## src/rtl/fc32_sc16_pkg.sv

```systemverilog
// Shared constants and arbiter state encoding for the fc32 -> sc16 conversion lane.
package fc32_sc16_pkg;

    localparam int MBITS    = 23;
    localparam int EBITS    = 8;
    localparam int EXP_BIAS = 127;

    localparam logic [15:0] Q15_MAX = 16'h7FFF;
    localparam logic [15:0] Q15_MIN = 16'h8000;

    typedef enum logic [1:0] {
        ST_IDLE = 2'd0,
        ST_GNT0 = 2'd1,
        ST_GNT1 = 2'd2
    } arb_state_e;

endpackage

```

## src/rtl/fp32_to_q15_sat.sv

```systemverilog
// Combinational IEEE-754 single to Q1.15 converter with saturation flag.
// Truncates toward zero; NaN maps to zero without flagging saturation.
module fp32_to_q15_sat
    import fc32_sc16_pkg::*;
#(
    parameter int QWIDTH = 16,
    parameter int RADIX  = 15
) (
    input  logic [31:0]       fp_i,
    output logic [QWIDTH-1:0] q_o,
    output logic              sat_o
);

    localparam int SHW = EBITS + 2;
    localparam int SHB = $clog2(MBITS + 1);
    localparam logic signed [SHW-1:0] SHIFT_AT_E0 = SHW'(EXP_BIAS + MBITS - RADIX);
    localparam logic signed [SHW-1:0] SHIFT_LIMIT = SHW'(MBITS + 1);
    localparam logic [QWIDTH-1:0]     QMAX        = QWIDTH'(Q15_MAX);
    localparam logic [QWIDTH-1:0]     QMIN        = QWIDTH'(Q15_MIN);

    logic                  sign;
    logic [EBITS-1:0]      expo;
    logic [MBITS-1:0]      mant;
    logic signed [SHW-1:0] rshift;
    logic [QWIDTH-1:0]     mag;

    assign sign   = fp_i[31];
    assign expo   = fp_i[MBITS +: EBITS];
    assign mant   = fp_i[MBITS-1:0];
    assign rshift = SHIFT_AT_E0 - $signed({2'b00, expo});

    always_comb begin
        q_o   = '0;
        sat_o = 1'b0;
        mag   = '0;
        if (expo == '1) begin
            if (mant == '0) begin
                q_o   = sign ? QMIN : QMAX;
                sat_o = 1'b1;
            end
        end else if (expo >= EBITS'(EXP_BIAS)) begin
            // |value| >= 1.0: only an exact -1.0 is representable
            q_o   = sign ? QMIN : QMAX;
            sat_o = !(sign && (expo == EBITS'(EXP_BIAS)) && (mant == '0));
        end else if ((expo != '0) && (rshift < SHIFT_LIMIT)) begin
            mag = QWIDTH'({1'b1, mant} >> rshift[SHB-1:0]);
            q_o = sign ? -mag : mag;
        end
    end

endmodule

```

## src/rtl/fc32_to_sc16_arb.sv

```systemverilog
// Two-source packet round-robin arbiter feeding a 2-stage fc32 -> sc16 lane.
//   state   | meaning
//   IDLE    | no grant; pick a source (one bubble per packet)
//   GNT0    | source 0 owns the lane until its tlast beat is accepted
//   GNT1    | source 1 owns the lane until its tlast beat is accepted
module fc32_to_sc16_arb
    import fc32_sc16_pkg::*;
#(
    parameter int QWIDTH    = 16,
    parameter int RADIX     = 15,
    parameter int SAT_CNT_W = 16
) (
    input  logic                  clk,
    input  logic                  rst_n,
    input  logic [63:0]           i0_tdata,
    input  logic                  i0_tlast,
    input  logic                  i0_tvalid,
    output logic                  i0_tready,
    input  logic [63:0]           i1_tdata,
    input  logic                  i1_tlast,
    input  logic                  i1_tvalid,
    output logic                  i1_tready,
    output logic [2*QWIDTH-1:0]   o_tdata,
    output logic                  o_tlast,
    output logic                  o_tuser,
    output logic                  o_tvalid,
    input  logic                  o_tready,
    input  logic                  clear_stats,
    output logic [SAT_CNT_W-1:0]  sat_count
);

    arb_state_e           state_q;
    logic                 last_served_q;

    logic                 s1_valid_q;
    logic                 s1_last_q;
    logic                 s1_src_q;
    logic [31:0]          s1_i_q;
    logic [31:0]          s1_q_q;

    logic                 s2_valid_q;
    logic                 s2_last_q;
    logic                 s2_src_q;
    logic                 s2_sat_q;
    logic [2*QWIDTH-1:0]  s2_data_q;

    logic [SAT_CNT_W-1:0] sat_cnt_q;
    logic [SAT_CNT_W-1:0] sat_cnt_d;

    logic                 s2_free;
    logic                 s1_free;
    logic                 take0;
    logic                 take1;
    logic                 take;
    logic                 in_src;
    logic [63:0]          in_data;
    logic                 in_last;

    logic [QWIDTH-1:0]    conv_i;
    logic [QWIDTH-1:0]    conv_q;
    logic                 sat_i;
    logic                 sat_q;

    assign s2_free   = !s2_valid_q || o_tready;
    assign s1_free   = !s1_valid_q || s2_free;
    assign i0_tready = (state_q == ST_GNT0) && s1_free;
    assign i1_tready = (state_q == ST_GNT1) && s1_free;
    assign take0     = i0_tvalid && i0_tready;
    assign take1     = i1_tvalid && i1_tready;
    assign take      = take0 || take1;
    assign in_src    = (state_q == ST_GNT1);
    assign in_data   = in_src ? i1_tdata : i0_tdata;
    assign in_last   = in_src ? i1_tlast : i0_tlast;

    always_ff @(posedge clk or negedge rst_n) begin
        if (!rst_n) begin
            state_q       <= ST_IDLE;
            last_served_q <= 1'b1;
        end else begin
            case (state_q)
                ST_IDLE: begin
                    if (i0_tvalid && (!i1_tvalid || last_served_q)) begin
                        state_q <= ST_GNT0;
                    end else if (i1_tvalid) begin
                        state_q <= ST_GNT1;
                    end
                end
                ST_GNT0: begin
                    if (take0 && i0_tlast) begin
                        state_q       <= ST_IDLE;
                        last_served_q <= 1'b0;
                    end
                end
                ST_GNT1: begin
                    if (take1 && i1_tlast) begin
                        state_q       <= ST_IDLE;
                        last_served_q <= 1'b1;
                    end
                end
                default: state_q <= ST_IDLE;
            endcase
        end
    end

    fp32_to_q15_sat #(.QWIDTH(QWIDTH), .RADIX(RADIX)) u_conv_i (
        .fp_i  (s1_i_q),
        .q_o   (conv_i),
        .sat_o (sat_i)
    );

    fp32_to_q15_sat #(.QWIDTH(QWIDTH), .RADIX(RADIX)) u_conv_q (
        .fp_i  (s1_q_q),
        .q_o   (conv_q),
        .sat_o (sat_q)
    );

    always_comb begin
        sat_cnt_d = sat_cnt_q;
        if (clear_stats) begin
            sat_cnt_d = '0;
        end else if (s2_valid_q && o_tready && s2_sat_q && (sat_cnt_q != '1)) begin
            sat_cnt_d = sat_cnt_q + SAT_CNT_W'(1);
        end
    end

    always_ff @(posedge clk or negedge rst_n) begin
        if (!rst_n) begin
            s1_valid_q <= 1'b0;
            s1_last_q  <= 1'b0;
            s1_src_q   <= 1'b0;
            s1_i_q     <= '0;
            s1_q_q     <= '0;
            s2_valid_q <= 1'b0;
            s2_last_q  <= 1'b0;
            s2_src_q   <= 1'b0;
            s2_sat_q   <= 1'b0;
            s2_data_q  <= '0;
            sat_cnt_q  <= '0;
        end else begin
            if (s1_free) begin
                s1_valid_q <= take;
                if (take) begin
                    s1_i_q    <= in_data[63:32];
                    s1_q_q    <= in_data[31:0];
                    s1_last_q <= in_last;
                    s1_src_q  <= in_src;
                end
            end
            if (s2_free) begin
                s2_valid_q <= s1_valid_q;
                if (s1_valid_q) begin
                    s2_data_q <= {conv_i, conv_q};
                    s2_sat_q  <= sat_i || sat_q;
                    s2_last_q <= s1_last_q;
                    s2_src_q  <= s1_src_q;
                end
            end
            sat_cnt_q <= sat_cnt_d;
        end
    end

    assign o_tvalid  = s2_valid_q;
    assign o_tdata   = s2_data_q;
    assign o_tlast   = s2_last_q;
    assign o_tuser   = s2_src_q;
    assign sat_count = sat_cnt_q;

endmodule

```

## config.mk

```make
export PLATFORM = sky130hd
export DESIGN_NAME = fc32_to_sc16_arb
export DESIGN_NICKNAME = d
export VERILOG_FILES = /design/src/rtl/fc32_sc16_pkg.sv /design/src/rtl/fp32_to_q15_sat.sv /design/src/rtl/fc32_to_sc16_arb.sv
export SDC_FILE = /design/constraint.sdc
export NUM_CORES = 1
export LEC_CHECK = 0
export BUFFER_PORTS_ARGS = -buffer_cell sky130_fd_sc_hd__buf_2
export CAP_MARGIN = 15
export CORE_MARGIN = 1
export CORE_UTILIZATION = 45
export CTS_CLUSTER_DIAMETER = 40
export CTS_CLUSTER_SIZE = 25
export DETAILED_ROUTE_END_ITERATION = 10
export HOLD_SLACK_MARGIN = 0.15
export PLACE_DENSITY = 0.67
export SLEW_MARGIN = 15
export SYNTH_ARGS = -nofsm -noshare
export SYNTH_HDL_FRONTEND = slang
export SYNTH_SLANG_ARGS = --single-unit
```

## constraint.sdc

```tcl
create_clock -name clk -period 7.65 [get_ports clk]
set_input_delay 2.295 -clock clk [delete_from_list [all_inputs] [get_ports clk]]
set_output_delay 2.295 -clock clk [all_outputs]
set_load 0.005 [all_outputs]
```

After elaboration in Yosys (flattened, before gate mapping)
Cells that the tools add are included.
- word-level logic and storage cells: 101
- output and inout bits: 53
- bits in registers: 122
- input bits: 136
- magnitude comparators: 4
- reductions and logical operators: 37
- mux-type cells: 30
- equal/unequal tests: 10
- add/subtract/negate cells: 5
- shifts and indexed selects: 2
- operators by type and width (cell ; count):
    16-bit 2-to-1 mux ; 14
    64-bit 2-to-1 mux ; 1
    24-bit by 5-bit right shift with 16-bit output ; 2
    23-bit logical NOT ; 2
    16-bit negation ; 2
    10-bit by 6-bit < comparator with 1-bit output, second input constant ; 2
    8-bit by 8-bit subtractor with 9-bit output, first input constant ; 2
    16-bit by 1-bit adder with 16-bit output, second input constant ; 1
    8-bit by 7-bit equality test with 1-bit output, second input constant ; 2
    8-bit equality test, second input constant ; 2
    8-bit by 7-bit greater-or-equal comparator with 1-bit output, second input constant ; 2
    1-bit logical AND ; 16
    16-bit != test, second input constant ; 1
    8-bit nonzero test ; 2
    1-bit 2-to-1 mux ; 9
    2-bit 2-to-1 mux ; 4
    2-bit case mux with 3 select lines ; 1
    3-bit AND reduction ; 2
    1-bit logical NOT ; 5
    1-bit logical OR ; 5
    2-bit by 1-bit != test with 1-bit output, second input constant ; 2
    2-bit AND reduction ; 2
    2-bit nonzero test ; 2
    3-bit != test, second input constant ; 1
    other kinds (4) ; 4

Depth between registers and ports, before layout
- depth after elaboration: 8
- gate-level depth with buffers: 15
- mapped depth without buffers: 12

Hierarchy
A second synthesis with hierarchy kept.
- cells, all modules: 1028
- area total of the unflattened synthesis: 9532.9 µm²
- by module, submodules not included (module ; times used ; area each (µm²) ; cells each ; sequential area each (µm²)):
    fc32_to_sc16_arb ; 1 ; 5501.5 ; 494 ; 3054.2
    fp32_to_q15_sat (u_conv_i) ; 1 ; 2020.7 ; 264 ; 0.0
    fp32_to_q15_sat (u_conv_q) ; 1 ; 2010.7 ; 270 ; 0.0

Worst setup path after synthesis
No wires, ideal clock.
- kind: in2out
- start point: input o_tready
- end point: output i0_tready
- data arrival time: 2.680 ns
- required time: 5.355 ns
- stages: 2
- setup slack: 2.675 ns
- buffers on the path: 0
- cell sequence: nand3b_1 > and3b_1
- word-level cells in the longest chain between the ends: 3
- RTL lines (item ; line ; text):
    start, declared ; fc32_to_sc16_arb.sv:27 ; input logic o_tready,
    1-bit logical OR ; fc32_to_sc16_arb.sv:64 ; assign s2_free = !s2_valid_q || o_tready;
    1-bit logical OR ; fc32_to_sc16_arb.sv:65 ; assign s1_free = !s1_valid_q || s2_free;
    1-bit logical AND ; fc32_to_sc16_arb.sv:66 ; assign i0_tready = (state_q == ST_GNT0) && s1_free;
    end, declared ; fc32_to_sc16_arb.sv:18 ; output logic i0_tready,
No other way between the ends.

Final worst setup path
Ends and elaborated chain as after synthesis.

==> impl_metrics.py <==
metrics = {
    "power_and_ir_drop": {
        "swShare_pct": 48.5,
        "leakagePower_nw": 4.78,
        "p_sw_mw": 2.82,
        "power.internal_mw": 3.00,
        "power_density_nw_per_um2": 529,
        "peakVddDrop_mv": 0.508,
        "p_clk_share_pct": 14.7,
        "power_frac_seq_pct": 23.8,
        "comb_power_share_pct": 61.5,
    },
    "floorplanning": {
        "core_area_um2": 20200,
        "rows": 52,
        "ioPinCount": 189,
        "dieArea_um2": 21200,
        "die_w_um": 146,
        "start_util_pct": 45.9,
        "die_y_um": 146,
    },
    "cts": {
        "postCtsSetupBuffers": 0,
        "clkTransAtPathRegs_ps": 60,
        "root_buffer": "clkbuf_16",
        "cts_buffer_depth": 2,
        "cts_hold_buf": 0,
        "cts-htree-levels": 4,
        "cts_tree": "yes",
        "numCtsBuffers": 17,
        "clk_latency_ps": 440,
        "cts_resized": 0,
        "clock_sinks": 122,
    },
    "routing": {
        "firstDrtPassIters": 5,
        "ant_nets": 0,
        "vias": 8706,
        "avgViaCountPerCell": 5.91,
        "drt_wl_total_mm": 25.7,
        "drc": 0,
        "first_iter_violations": 587,
        "wl_per_cell_um": 17.4,
    },
    "min_path": {
        "min_to": "last_served_q$_DFFE_PN1P_",
        "hold_depth": 2,
        "hold_class": "flip-flop to flip-flop",
        "worstHoldStart": "last_served_q$_DFFE_PN1P_",
    },
    "final_layout": {
        "layout_commonest_cell": "buf_2",
        "n_antenna_cell": 0,
        "multiInputGateArea_um2": 5870,
        "regArea_um2": 3060,
        "nets": 1332,
        "drive_gt1_share_pct": 24.0,
        "design_area_um2": 11000,
        "layout_common_cells": "187 x buf_2, 168 x nor2_1, 120 x dfrtp_1, 108 x mux2i_1, 100 x a21oi_1",
        "synthToLayoutAreaGrowth_pct": 18.4,
        "n_fill_cell": 1873,
    },
    "timing": {
        "rsz0062_at_grt": "false",
        "layout_min_cycle_time_ps": 5250,
        "final_hold_viol_count": 0,
        "period_share_pct": 68.6,
        "tightest_slew_ps": 1050,
        "skew_ps": 11.7,
        "timing.final.ws_setup_ps": 2400,
        "max_freq_mhz": 191,
        "finalSetupViolCount": 0,
        "setup_tns_ps": 0,
        "slew_violations": 0,
        "slew_headroom_pct": 29.9,
    },
    "setup_path": {
        "r2r_start": "s1_i_q[26]$_DFFE_PN0P_",
        "reg2regPathDepth": 11,
        "start_kind": "input pin",
        "r2r-end": "o_tdata[30]$_DFFE_PN0P_",
        "cpMaxStageDelayCell": "and3b_1",
        "crit_fanout": 4,
        "cp-end-kind": "output pin",
        "worstSetupPathType": "input pin to output pin",
        "cp_common_cell": "buf_2",
        "worst_ep_required_time_ps": 5360,
        "worstPathArrival_ps": 2950,
        "path_cells": "buf_2, nand3b_1, and3b_1, buf_2",
        "ff2ff_setup_slack_ps": 3380,
        "critical-path-max-stage-delay_ps": 230,
    },
    "global_route": {
        "grtUsageTotal_pct": 24.8,
        "grt_pass1_wl_mm": 42.2,
        "grt_pass1_vias": 8090,
        "overflow": 0,
        "antenna_found_initial": 0,
        "grt_max_degree": 73,
    },
    "synthesis": {
        "yosys.area.top_type": "dfrtp_1",
        "async_flop_share_pct": 100,
        "syn_inst": 1042,
        "synth_seq_cells": 122,
        "synth-edff-count": 0,
        "yosys_warnings": 0,
        "synthDominantCellAreaShare_pct": 32.6,
        "yosysUniqueCellTypes": 79,
        "postSynthAreaPerCell_um2": 8.91,
        "netlist_top_cells_area": "dfrtp_1 33%, mux2i_1 12%, mux4_2 7.3%",
        "syn_nets": 1183,
        "synth_area_um2": 9280,
        "synthFlopType": "dfrtp_1",
        "seq_area_frac_synth_pct": 32.9,
    },
    "placed_design": {
        "dpl-instance-area_um2": 10400,
        "place.gp.congestion": 0.928,
        "post-place-ws_ps": 2420,
        "portBuffers": 188,
        "hpwl_mm": 18.6,
    },
    "status": {
        "status": "completed",
    },
    "run": {
        "maxCapViolCount": 0,
    },
}
-- logic make-up after synthesis --
kind of cell / Yosys count / synth area share (%)
AO/OA/AOI/OAI: 252 / 17.6
flip-flops: 122 / 32.9
multiplexers: 160 / 22.7
XOR/XNOR: 22 / 2.08
adder cells (fa/ha/maj): 5 / 0.674
AND/OR/NAND/NOR: 390 / 20.0
buffers and inverters: 91 / 4.03
-- registers in the layout (all words and copies together) (netlist names), 2 cells and up --
name,flops
o_tdata,32
s1_i_q,32
s1_q_q,32
sat_count,16
state_q,2
-- final cells by class --
| cell class | count | share of cell area (%) |
|---|---|---|
| multi-input cells | 829 | 53.4 |
| inverters | 22 | 0.752 |
| repair buffers | 199 | 9.34 |
| clock inverters | 14 | 1.70 |
| flip-flops and latches | 122 | 27.8 |
| well taps | 270 | 3.08 |
| clock buffers | 18 | 3.91 |
-- power by group through the flow --
stage                     Sequential [mW]  Combinational (mW)  Clock, mW
after floorplan                      1.16                2.85          0
after global placement               1.38                3.47          0
after detailed placement             1.39                3.52          0
after CTS                            1.38                3.54      0.871
after global routing                 1.44                3.95      0.896
final                                1.38                3.58      0.856
-- metal layers --
metal | wire, um | share of wire, % | vias to the layer above | global-route usage, %
li1 | - | - | 4186 | -
met3 | 1530 | 6.0 | 27 | 4.23
met5 | 0 | 0 | - | 0
met1 | 12600 | 49 | 4178 | 37.1
met4 | 362 | 1.4 | 0 | 7.53
met2 | 11200 | 44 | 315 | 36.7
-- worst max-delay path by stage --
stage | start | to | slack [ps] | cells past startpoint
detailed placement | o_tready | i0_tready | 2420 | 4
CTS | o_tready | i0_tready | 2410 | 4
floorplan | o_tready | i0_tready | 2670 | 2
global placement | o_tready | i0_tready | 2430 | 4
finish | o_tready | i0_tready | 2400 | 4
global route | o_tready | i0_tready | 2360 | 4
-- critical path, delay by kind of cell --
kind / cells / cell delay, ps
buffers and inverters: 2 / 240
AND/OR/NAND/NOR: 2 / 420
-- per-stage QoR --
step | hold slack (ps) | utilization [%] | cells | total power, mW
floorplan | 439 | - | 1042 | 4.01
global placement | 458 | 51.2 | 1442 | 4.85
detailed placement | 469 | 51.2 | 1442 | 4.91
CTS | 483 | 54.3 | 1474 | 5.79
global route | 493 | 54.3 | 1474 | 6.28
finish | 479 | 54.3 | 1474 | 5.82
-- cells in the mapped netlist, drive strengths merged (14+ instances only) --
cell type / instances
dfrtp: 121
xor2: 14
nor3: 29
mux4: 37
mux2i: 108
buf: 23
inv: 21
nand3: 24
mux2: 15
o21ai: 31
nor2: 168
a21oi: 101
nor4: 15
nand2: 71
clkbuf: 46
Power figures use the tool's default switching activity.
